### src/rtl/hazard_unit.sv
// Pipeline hazard detection: stalls on RAW matches, redirects/flushes on taken branches; HAZARD_FORWARD_EN enables EX operand forwarding.
// Latency: outputs are combinational from inputs and the RUN/STALL state, so a detected hazard stalls in the same cycle.
// Backpressure: data_hazard holds PC and IF/ID for the full stall length; a taken branch overrides any stall.
module hazard_unit (
    input  logic       clk,
    input  logic       rst,
    input  logic [4:0] id_rs1,
    input  logic [4:0] id_rs2,
    input  logic       id_rs1_used,
    input  logic       id_rs2_used,
    input  logic [4:0] ex_rd,
    input  logic [4:0] mem_rd,
    input  logic [4:0] wb_rd,
    input  logic       ex_we,
    input  logic       mem_we,
    input  logic       wb_we,
    input  logic       ex_is_load,
    input  logic [4:0] ex_rs1,
    input  logic [4:0] ex_rs2,
    input  logic       ex_branch_taken,
    output logic       data_hazard,
    output logic       control_hazard,
    output logic       flush_ifid,
    output logic       flush_idex,
    output logic [1:0] fwd_a,
    output logic [1:0] fwd_b
);

    localparam logic [0:0] RUN   = 1'b0;
    localparam logic [0:0] STALL = 1'b1;

    logic [0:0] state, state_nxt;
    logic [1:0] cnt, cnt_nxt;
    logic [1:0] need;
    logic       ex_hit, mem_hit, wb_hit;
    logic [1:0] fwd_a_raw, fwd_b_raw;

    // x0 is hardwired to zero, so it never participates in a match.
    function automatic logic hit(input logic [4:0] src, input logic used,
                                 input logic [4:0] dst, input logic we);
        return we && used && (dst != 5'd0) && (src == dst);
    endfunction

    assign ex_hit  = hit(id_rs1, id_rs1_used, ex_rd, ex_we)
                   | hit(id_rs2, id_rs2_used, ex_rd, ex_we);
    assign mem_hit = hit(id_rs1, id_rs1_used, mem_rd, mem_we)
                   | hit(id_rs2, id_rs2_used, mem_rd, mem_we);
    assign wb_hit  = hit(id_rs1, id_rs1_used, wb_rd, wb_we)
                   | hit(id_rs2, id_rs2_used, wb_rd, wb_we);

`ifdef HAZARD_FORWARD_EN
    function automatic logic [1:0] fwd_sel(input logic [4:0] src);
        if (hit(src, 1'b1, mem_rd, mem_we))
            return 2'b01;
        else if (hit(src, 1'b1, wb_rd, wb_we))
            return 2'b10;
        else
            return 2'b00;
    endfunction

    // With forwarding only a load in EX cannot supply its result in time.
    assign need      = (ex_hit && ex_is_load) ? 2'd1 : 2'd0;
    assign fwd_a_raw = fwd_sel(ex_rs1);
    assign fwd_b_raw = fwd_sel(ex_rs2);

    logic unused_fwd_on;
    assign unused_fwd_on = mem_hit ^ wb_hit;
`else
    // Nearest writer dominates: it needs the longest wait.
    always_comb begin
        need = 2'd0;
        if (ex_hit)
            need = 2'd3;
        else if (mem_hit)
            need = 2'd2;
        else if (wb_hit)
            need = 2'd1;
    end

    assign fwd_a_raw = 2'b00;
    assign fwd_b_raw = 2'b00;

    logic unused_fwd_off;
    assign unused_fwd_off = ^{ex_is_load, ex_rs1, ex_rs2};
`endif

    always_comb begin
        data_hazard    = 1'b0;
        control_hazard = 1'b0;
        flush_ifid     = 1'b0;
        flush_idex     = 1'b0;
        fwd_a          = 2'b00;
        fwd_b          = 2'b00;
        if (!rst) begin
            fwd_a = fwd_a_raw;
            fwd_b = fwd_b_raw;
            if (ex_branch_taken) begin
                control_hazard = 1'b1;
                flush_ifid     = 1'b1;
                flush_idex     = 1'b1;
            end else if (state == STALL || need != 2'd0) begin
                data_hazard = 1'b1;
                flush_idex  = 1'b1;
            end
        end
    end

    always_comb begin
        state_nxt = state;
        cnt_nxt   = cnt;
        if (ex_branch_taken) begin
            state_nxt = RUN;
            cnt_nxt   = 2'd0;
        end else if (state == STALL) begin
            cnt_nxt = cnt - 2'd1;
            if (cnt == 2'd1)
                state_nxt = RUN;
        end else if (need > 2'd1) begin
            state_nxt = STALL;
            cnt_nxt   = need - 2'd1;
        end
    end

    always_ff @(posedge clk) begin
        if (rst) begin
            state <= RUN;
            cnt   <= 2'd0;
        end else begin
            state <= state_nxt;
            cnt   <= cnt_nxt;
        end
    end

endmodule

### config.mk
export PLATFORM = sky130hd
export DESIGN_NAME = hazard_unit
export DESIGN_NICKNAME = d
export VERILOG_FILES = /design/src/rtl/hazard_unit.sv
export SDC_FILE = /design/constraint.sdc
export NUM_CORES = 1
export LEC_CHECK = 0
export CAP_MARGIN = 20
export CORE_MARGIN = 2
export CORE_UTILIZATION = 35
export CTS_BUF_LIST = sky130_fd_sc_hd__clkbuf_4 sky130_fd_sc_hd__clkbuf_8
export DETAILED_ROUTE_END_ITERATION = 7
export PLACE_DENSITY = 0.83
export SYNTH_ARGS = -nofsm -noshare
export SYNTH_HDL_FRONTEND = slang
export SYNTH_SLANG_ARGS = --single-unit
### constraint.sdc
create_clock -name clk -period 2.51 [get_ports clk]
set_clock_uncertainty 0.05 [all_clocks]
set_input_delay 0.251 -clock clk [delete_from_list [all_inputs] [get_ports clk]]
set_output_delay 0.251 -clock clk [all_outputs]
set_load 0.01 [all_outputs]
==> results_dict.tcl <==
set metrics [dict create \
    grt_first_pass_wirelength_um 3700 \
    final-setup-viol-count 0 \
    yosys.cell_types.count 31 \
    grt_usage_pct 20.3 \
    start_kind "primary input" \
    fin_nets 194 \
    drt-vias-per-instance 4.78 \
    p_int_mw 0.224 \
    n_fill_cell 155 \
    grt_overflow 0 \
    coreArea_um2 1900 \
    area_delta_synth_final_pct 88.7 \
    netlist_instances 86 \
    final_max_slew_viol_count 0 \
    ir_worst_vdd_mv 0.257 \
    place_area_um2 1200 \
    min_path_type "reg2reg" \
    grt_max_degree 7 \
    dp_cells 166 \
    die_w_um 48.4 \
    path_clk_slew_ns 0.04 \
    regToRegSetupSlack_ns 1.35 \
    antenna_found_initial 0 \
    power.density_nw_per_um2 256 \
    num_rows 16 \
    drt-pass1-iter-count 1 \
    synth.cell_area_um2 689 \
    io_pins 52 \
    switchingPower_mw 0.110 \
    clock_path_buffers 2 \
    final_hold_viol_count 0 \
    fmax_mhz 412 \
    numCtsBuffers 3 \
    cts_sinks 3 \
    async_reset_ff_share_pct 0 \
    stdcell_area_um2 1300 \
    dpl.hpwl_um 1920 \
    gp_congestion 0.864 \
    fp.dieArea_um2 2340 \
    synthTopCellsByArea "xor2_1 (20%), xnor2_1 (18%), dfxtp_1 (8.7%)" \
    grt_pass1_vias 875 \
    cp.required_ns 2.21 \
    drtIter0Drc 0 \
    numPortBuffers 36 \
    ys_seq_area_share_pct 8.71 \
    fin_setup_tns_ns 0 \
    tritoncts "done" \
    vias 831 \
    n_antenna_cell 0 \
    comb_power_share_pct 56.4 \
    start_util_pct 36.2 \
    cts_max_level 1 \
    clk_latency_ns 0.23 \
    ys_ff_latch 3 \
    status "finished clean" \
    die_h_um 48.4 \
    layout_setup_ws_ns 0.0821 \
    p_leak_nw 0.521 \
    synth.most_common_cell "xor2_1" \
    syn_avg_cell_area_um2 8.02 \
    p_seq_share_pct 14.8 \
    hold_buffers 0 \
    fin_crit_ns 2.43 \
    drt_wl_total_um 2320 \
    synth_ff_type "dfxtp_1" \
    clkPwrFrac_pct 28.9 \
    period_share_pct 96.7 \
    pre_cts_ws_ns -0.452 \
    wl_per_cell_um 13.3 \
    layout-drive-gt1-share_pct 27.9 \
    crit_path_end_kind "output pin" \
    synth_edf_count 0 \
    power_mw 0.334 \
    critPathKind "in2out" \
    synth_warnings 0 \
    synth_top_area_share_pct 20.3 \
    maxCapViolations 0 \
    synth_common_cells "xor2_1 (16), xnor2_1 (14), buf_4 (5), nand2_1 (5), nor2_1 (5)" \
    arrival_ns 2.13 \
    cp_max_fo 3 \
    synth_largest_area_cell "xor2_1" \
    clock-root-buffer "clkbuf_4" \
    ant_nets 0 \
    swShare_pct 32.9 \
    drc 0 \
    final_cells 174 \
]
==> timing repair <==
| action | CTS | global route |
|---|---|---|
| setup buffers | 3 | 1 |
| endpoints found under the hold margin | 0 | 0 |
| setup endpoints to repair | 2 | 2 |
| gates resized for setup | 20 | 10 |
| pin swaps | 7 | 8 |
==> critical path, cell delays in order <==
cell and delay, ns:
clkdlybuf4s50_1 0.42, or4_1 0.52, o21a_1 0.21, buf_4 0.15, a2bb2oi_4 0.13, ha_2 0.19, a31oi_1 0.09, buf_2 0.15
==> power by group through the flow <==
| stage | registers, mW | clock network (mW) | logic [mW] |
|---|---|---|---|
| 3_3_place_gp | 0.0500 | 0 | 0.174 |
| 3_5_place_dp | 0.0501 | 0 | 0.177 |
| 2_1_floorplan | 0.0499 | 0 | 0.0728 |
| 5_1_grt | 0.0494 | 0.108 | 0.201 |
| 4_1_cts | 0.0493 | 0.102 | 0.176 |
| 6_report | 0.0493 | 0.0963 | 0.188 |
==> kinds of logic after synthesis <==
kind of cell,count (synthesis),synth area share (%)
AO/OA/AOI/OAI,15,19.8
flip-flops,3,8.71
AND/OR/NAND/NOR,26,21.6
adder cells (fa/ha/maj),2,3.63
other,1,0.544
XOR/XNOR,30,38.1
buffers and inverters,9,7.62
==> routing by layer <==
metal,vias to the layer above,routed length [um],global-route usage (%)
li1,421,-,-
met1,391,880,20.2
met2,17,1370,38.9
met3,2,54,4.01
met4,0,18,11.4
met5,-,0,0
==> state kept, by name (all words and copies together), names as in the netlist <==
signal,count
cnt,2
state,1
==> final timing paths <==
kind                                 from          to  depth (start not counted)
worst max-delay path            mem_rd[2]  flush_idex                          8
worst min-delay path                state      cnt[0]                          2
worst max register to register     cnt[1]       state                          4
worst min register to register      state      cnt[0]                          2
==> final cells by class <==
class / instances / area [um^2] / share of cell area, %
clock buffer: 4 / 30.0 / 2.31
inverter: 4 / 15.0 / 1.15
multi-input combinational: 77 / 651 / 50.0
sequential: 3 / 60.1 / 4.62
tap: 27 / 33.8 / 2.60
timing repair buffer: 59 / 512 / 39.3
==> cells in the final DEF (no fill, tap or decap), types with 2 or more instances in the layout <==
cell             instances
a21oi_1                  3
clkdlybuf4s50_1         22
dlygate4sd2_1           11
buf_4                   23
nand4_1                  4
or4_1                    2
nor2_1                   5
nor4_2                   4
clkbuf_4                 4
conb_1                   4
dfxtp_1                  3
nand2_1                  5
xor2_1                  16
inv_1                    4
buf_2                    2
xnor2_1                 14
==> per-stage QoR <==
stage               util [%]  hold slack (ns)
detailed placement      63.1            0.488
global route            68.4            0.527
floorplan                  -            0.270
finish                  68.4            0.501
CTS                     65.7            0.502
global placement        63.1            0.466
Power figures use the tool's default switching activity.
